File: src/rtl/contador_updown_param.sv
// -----------------------------------------------------------------------------
// contador_updown_param
// Generic up/down event/position counter with configurable width and modulus.
// Counts over 0..MAX_VAL, either wrapping (modulo MAX_VAL+1) or saturating at
// the bounds. Supports synchronous clear, parallel load (clamped to MAX_VAL)
// and count enable, with priority clear > load > en.
//
// Parameters:
//   WIDTH    counter width in bits (2..32)
//   MAX_VAL  highest legal count, 1 <= MAX_VAL <= 2**WIDTH-1
//   SAT_MODE 0 = wrap at the bounds, 1 = saturate at the bounds
//
// Ports:
//   clk        in   rising-edge clock
//   rst        in   asynchronous reset, active-low
//   clear      in   synchronous clear of count, wrap pulse and sticky flag
//   load       in   synchronous parallel load of load_val
//   load_val   in   [WIDTH] value to load (clamped to MAX_VAL)
//   en         in   count enable
//   up_down    in   1 = count up, 0 = count down
//   cuenta     out  [WIDTH] current count (registered)
//   at_max     out  cuenta == MAX_VAL (combinational from the register)
//   at_min     out  cuenta == 0 (combinational from the register)
//   wrap_pulse out  one-cycle pulse after a wrap step (registered)
//   sat_flag   out  sticky, set when a step is blocked at a bound (registered)
// -----------------------------------------------------------------------------
module contador_updown_param #(
  parameter int                WIDTH    = 8,
  parameter logic [WIDTH-1:0]  MAX_VAL  = {WIDTH{1'b1}},
  parameter bit                SAT_MODE = 1'b0
) (
  input  logic             clk,
  input  logic             rst,
  input  logic             clear,
  input  logic             load,
  input  logic [WIDTH-1:0] load_val,
  input  logic             en,
  input  logic             up_down,
  output logic [WIDTH-1:0] cuenta,
  output logic             at_max,
  output logic             at_min,
  output logic             wrap_pulse,
  output logic             sat_flag
);

  localparam logic [WIDTH-1:0] ZERO = {WIDTH{1'b0}};
  localparam logic [WIDTH-1:0] ONE  = {{(WIDTH-1){1'b0}}, 1'b1};

  logic [WIDTH-1:0] cuenta_r;
  logic             wrap_r;
  logic             sat_r;

  logic [WIDTH-1:0] cuenta_next_s;
  logic             wrap_next_s;
  logic             sat_next_s;
  logic             top_s;
  logic             bottom_s;

  // Bound detection on the current count, shared by stepping and status outputs.
  always_comb begin
    top_s    = (cuenta_r == MAX_VAL);
    bottom_s = (cuenta_r == ZERO);
  end

  // Next-state selection: clear beats load beats counting. Bound checks are
  // equality compares at WIDTH bits, so +1/-1 are only taken strictly inside
  // the range and never overflow.
  always_comb begin
    cuenta_next_s = cuenta_r;
    wrap_next_s   = 1'b0;
    sat_next_s    = sat_r;
    if (clear) begin
      cuenta_next_s = ZERO;
      sat_next_s    = 1'b0;
    end else if (load) begin
      if (load_val > MAX_VAL) begin
        cuenta_next_s = MAX_VAL;
      end else begin
        cuenta_next_s = load_val;
      end
    end else if (en) begin
      case (up_down)
        1'b1: begin
          if (!top_s) begin
            cuenta_next_s = cuenta_r + ONE;
          end else if (SAT_MODE) begin
            sat_next_s = 1'b1;
          end else begin
            cuenta_next_s = ZERO;
            wrap_next_s   = 1'b1;
          end
        end
        1'b0: begin
          if (!bottom_s) begin
            cuenta_next_s = cuenta_r - ONE;
          end else if (SAT_MODE) begin
            sat_next_s = 1'b1;
          end else begin
            cuenta_next_s = MAX_VAL;
            wrap_next_s   = 1'b1;
          end
        end
        default: begin
          cuenta_next_s = cuenta_r;
          wrap_next_s   = 1'b0;
          sat_next_s    = sat_r;
        end
      endcase
    end else begin
      cuenta_next_s = cuenta_r;
    end
  end

  // State registers with asynchronous active-low reset.
  always_ff @(posedge clk or negedge rst) begin
    if (!rst) begin
      cuenta_r <= ZERO;
      wrap_r   <= 1'b0;
      sat_r    <= 1'b0;
    end else begin
      cuenta_r <= cuenta_next_s;
      wrap_r   <= wrap_next_s;
      sat_r    <= sat_next_s;
    end
  end

  assign cuenta     = cuenta_r;
  assign wrap_pulse = wrap_r;
  assign sat_flag   = sat_r;
  assign at_max     = top_s;
  assign at_min     = bottom_s;

endmodule
File: config.mk
export PLATFORM = sky130hd
export DESIGN_NAME = contador_updown_param
export DESIGN_NICKNAME = d
export VERILOG_FILES = /design/src/rtl/contador_updown_param.sv
export SDC_FILE = /design/constraint.sdc
export NUM_CORES = 1
export LEC_CHECK = 0
export CAP_MARGIN = 20
export CELL_PAD_IN_SITES_DETAIL_PLACEMENT = 1
export CELL_PAD_IN_SITES_GLOBAL_PLACEMENT = 1
export CORE_ASPECT_RATIO = 1.2
export CORE_MARGIN = 2
export CORE_UTILIZATION = 34
export CTS_CLUSTER_DIAMETER = 100
export DETAILED_ROUTE_END_ITERATION = 7
export GPL_TIMING_DRIVEN = 0
export PLACE_DENSITY = 0.83
export SYNTH_ARGS = -nofsm -noshare
export SYNTH_HDL_FRONTEND = slang
export SYNTH_SLANG_ARGS = --single-unit
File: constraint.sdc
create_clock -name clk -period 2.35 [get_ports clk]
set_input_delay 0.705 -clock clk [delete_from_list [all_inputs] [get_ports clk]]
set_output_delay 0.705 -clock clk [all_outputs]
set_load 0.05 [all_outputs]
---- Word-level counts from Yosys, hierarchy flattened ----
Cells that the tools add are included.
word-level totals
  register bits ........................... 9
  input bits .............................. 14
  output and inout port bits .............. 12
  word-level logic and storage cells ...... 22
cells by class
  add/sub/neg operators ................... 2
  magnitude comparators ................... 1
  equality and inequality tests ........... 1
  mux-type cells .......................... 13
  bitwise operators ....................... 1
  reductions and logical operators ........ 2
operators by type and width
  kind                 count
  $mux 8               6
  $pmux 8 s2           1
  $add 8x1->8 const B  1
  $eq 8x8->1 const B   1
  $gt 8x8->1 const B   1
  $logic_not 8->1      1
  $sub 8x1->8 const B  1
  $mux 1               5
  $reduce_bool 3->1    1
  $pmux 1 s2           1
  $not 1->1            1

---- Longest topological paths before layout ----
  depth in word-level cells ............... 6
  depth in mapped cells ................... 8
  gate-level depth less buffers ........... 7

---- Worst setup path after synthesis ----
OpenSTA, ideal clock, no wires.
  kind .................................... reg-to-output
  start point ............................. register cuenta_r[1], in the netlist cuenta[1]
  end point ............................... output at_min
  arrival ................................. 1.829 ns
  required time ........................... 1.645 ns
  setup slack ............................. -0.184 ns
  cell stages (with the launch flop) ...... 7
  buffers on the path ..................... 1
  cells stage by stage .................... dfrtp_1 clkbuf_1 inv_1 ha_1 nor4b_1 nand2_1 inv_1
between the ends
  cells in the longest elaborated chain, start to end .. 1
ends and longest elaborated chain
  what                    line  source
  from (decl)             49    logic [WIDTH-1:0] cuenta_r;
  from (signal assigned)  121   cuenta_r <= cuenta_next_s;
  $logic_not 8->1         62    bottom_s = (cuenta_r == ZERO);
  to (decl)               41    output logic at_min,
Every way passes these cells.

---- Worst setup path in the final report ----
Ends and elaborated chain as after synthesis.

==> reports/summary.md <==
The logs give 0.510 for the portion of total power attributed to combinational logic and 1170 for the overall via count from detail_route. The number of max-slew violations in the final report was 0. The overall fraction of global-route tracks in use came out at 0.2317. Based on the critical path, the design can be clocked at up to 423.5 MHz. STA classifies the critical path startpoint as a flop.

In the routed layout, each cell is associated on average with a via count of 6.158. The number of sinks handled by clock tree synthesis was 9; the area of the mapped netlist was 937.1 um2. The post-synthesis share of cell area spent on xor and xnor gates was 0.01869.

The first-pass iteration count of the detailed router was 4; the total setup violations reported at the end of the flow was 1. For the total routed wirelength, the log shows 3498 um. The checks that failed: setup timing. Dividing total power by cell area gives a power density of 477.3 nW/um2. The logs give 0.2403 for the sequential-to-total area share from yosys stat and 0 for the max-capacitance violation count. Clock latency on the worst-skew pair, taken at its later pin, is 0.27 ns. The highest metal layer carrying signal wires in the routed design is met4. The critical path data required time came out at 1.64 ns. For the total net switching power, the log shows 0.0002698 W. The first global-routing pass estimated 5451 um of wire. The internal power of the cells totals 0.0003692 W. The multiplexer fraction of the synthesized cell area was 0.01068; the number of distinct library cell variants in the gate-level netlist after synthesis was 49. The fraction of the mapped netlist area in compound gates works out to 0.2617.

For this block, the initial DRC count from the detailed router was 29. Overall power consumption after layout is estimated at 0.0006390 W. Worst-case clock buffer depth: 2.

The run gives 3 as the clock buffer count from CTS. The average instance in the mapped netlist occupies 7.497 um2. The area growth from synthesis to layout is 42.86%. 0 antenna diodes ended up in the layout.

The final critical-path share of the clock period was 1.005; the average detailed-routed wire length per instance was 18.41 um. The total area inside the core boundary comes to 2577 um2. The worst vdd rail ir drop is 259.2 uV, and the clock-pin transition on the worst setup and hold timing paths is 0.08 ns. In the final design database the tool counted 175 nets. The share of the synthesized area in the top cell type was 0.2403; the maximum number of pins on one net before global-route repair was 11. Among all flip-flop cells after synthesis, the most frequent one is dfrtp_1. Number of H-tree levels: 1. The initial antenna violation count is 0, and the total negative slack is -0.01139 ns. The post-synthesis adder-cell area fraction was 0.04005; the count of fill cells added during filler insertion was 329. The count of antenna-violating nets left after detailed routing is 0. The synthesized design contains 0 enable-type register cells.

The path type of the worst setup path was reg2out. TritonCTS built the clock tree. The synthesized-area fraction occupied by and/or/nand/nor cells came out at 0.3378. The tree is rooted in a clkbuf_4.

Sorting the synthesized cells by area gives the leading types as dfrtp_1 (24%), a21oi_1 (6.4%), ha_1 (4.0%), nor2_1 (4.0%), nand3_1 (3.7%). The initial standard-cell utilization of the core was 0.3636; the proportion of power drawn by the clock network was 0.207. The maximum fanout count along the critical path is 9, and the share of total power in sequential cells is 0.283. Buffers inserted to repair hold after CTS numbered 0. The die is 51.93 um wide. On the final layout, the worst clock skew is 0.004322 ns.

The floorplan die height came out at 61.51 um. The min-delay analysis places its worst path in the category in2async. Global routing finished with a remaining overflow of 0. The count of buffers from port buffering works out to 22. The floorplan has 20 rows. The tools report the number of design rule violations left after detail routing as 0. The async set-reset flop share out of synthesis is 1.000. The largest total area in the synthesized netlist belongs to dfrtp_1.

The full die area was 3194 um2. The tools report the gate count after technology mapping as 125. The commonest cells after synthesis are a21oi_1 (12), nor2_1 (10), dfrtp_1 (9). 26 I/O pins were placed. Among all cell types in the netlist, the one instantiated most often is a21oi_1. The run finished, with violations left. The Yosys step of the flow raised 0 warnings. The final weighted congestion of routability-driven global placement is 0.8527.

The run gives -0.8008 ns as the setup slack at placement. The logs give -0.01139 ns for the worst setup margin and 0.5194 for the final design utilization. The number of nets in the synthesized netlist is 142.

The number of synthesized register bits came out at 9. For this block, wires on met1 add up to 1384 um. The share of final-layout standard cells stronger than drive strength 1 was 0.2166; the post-route minimum period was 2.361 ns.

Hold violation total from the final report: 0. Setup repair after global routing could not meet its margin everywhere. The run gives 1090 as the number of global-route vias before repair. STA classifies the critical path endpoint as a primary output.

The transition at the pin with the smallest max-transition slack was 0.5122 ns; the routed length on met2 was 1832 um. The worst slew margin relative to its limit is 0.6585, and the standby leakage power is 0.5253 nW. Data on the critical path arrives at its endpoint at 1.66 ns. The run gives 2361 um as the HPWL after detailed placement. The switching part of the total came out at 0.4223.

The routed design uses 198 um of met3 wire. The dominant combinational cell family by area after synthesis was simple AND/OR/NAND/NOR gates.
==> final timing paths <==
path                           start         to  slack, ns  depth (start not counted)
max reg2reg                cuenta[1]  cuenta[3]       0.48                          8
min in group clk           cuenta[0]  cuenta[0]       0.78                          3
max in group asynchronous        rst  cuenta[2]       1.22                          1
min                              rst  cuenta[7]       0.76                          1
max                        cuenta[1]     at_min      -0.01                          7
min reg2reg                cuenta[0]  cuenta[0]       0.78                          3
==> placed cells by master, fill, tap and decap left out, types with 2 or more instances in the layout <==
| cell | instances |
|---|---|
| ha_1 | 2 |
| nor3_1 | 4 |
| a211oi_1 | 2 |
| o21ai_0 | 5 |
| clkbuf_1 | 5 |
| o211ai_1 | 3 |
| buf_2 | 5 |
| buf_8 | 3 |
| nor3b_1 | 4 |
| nor2b_1 | 3 |
| nand2_1 | 5 |
| buf_4 | 7 |
| dfrtp_2 | 2 |
| nor2_1 | 9 |
| a21oi_1 | 12 |
| nand4_1 | 4 |
| clkbuf_4 | 3 |
| dfrtp_1 | 7 |
| nand3_1 | 7 |
| clkdlybuf4s50_1 | 19 |
| or3_1 | 4 |
| a31oi_1 | 4 |
==> worst max-delay path, stage by stage, from the launching register on <==
cell and delay [ns]:
dfrtp_2 0.43, buf_8 0.16, inv_8 0.06, ha_4 0.13, nor4b_4 0.23, nand2_2 0.12
clkinvlp_4 0.11, buf_8 0.14
==> final cells by class <==
class | count | area (um2) | share of cell area
Sequential cell | 9 | 227.7 | 0.1701
Tap cell | 33 | 41.29 | 0.03084
Multi-Input combinational cell | 99 | 663.1 | 0.4953
Clock buffer | 4 | 26.28 | 0.01963
Timing Repair Buffer | 28 | 264.0 | 0.1972
Inverter | 4 | 28.78 | 0.02150
Buffer | 13 | 87.58 | 0.06542
==> metal layers <==
metal  vias to the layer above  GRT usage
li1                        524          -
met1                       574     0.2779
met2                        58     0.4376
met3                        14    0.02670
met4                         0    0.05639
met5                         -          0
==> power groups by stage <==
stage | clock network, W | registers [W] | logic, W
floorplan | 0 | 0.000218 | 0.000148
finish | 0.000132 | 0.000181 | 0.000326
detailed placement | 0 | 0.000182 | 0.000273
global placement | 0 | 0.000181 | 0.000267
CTS | 0.000134 | 0.000180 | 0.000300
global route | 0.000142 | 0.000183 | 0.000348
==> stage by stage <==
step	instances	hold WS, ns	instance area (um2)
final	190	0.7606	1339
after detailed placement	180	0.7755	1206
after global routing	190	0.7651	1339
after CTS	185	0.7643	1299
after floorplan	125	0.4094	944.7
after global placement	180	0.7484	1206
==> repair_timing <==
action,4_1_cts,5_1_grt
pin swaps,0,1
endpoints found under the setup margin,3,2
gates resized for setup,26,7
setup buffers,1,5
==> logic make-up after synthesis <==
group                    Yosys count
AO/OA/AOI/OAI                     37
XOR/XNOR                           2
multiplexers                       1
buffers and inverters             17
adder cells (fa/ha/maj)            3
AND/OR/NAND/NOR                   55
other                              1
flip-flops                         9
==> state kept, by name, indices dropped and copies added (netlist names) <==
signal,cells
cuenta,8
wrap_pulse,1
Power figures use the tool's default switching activity.
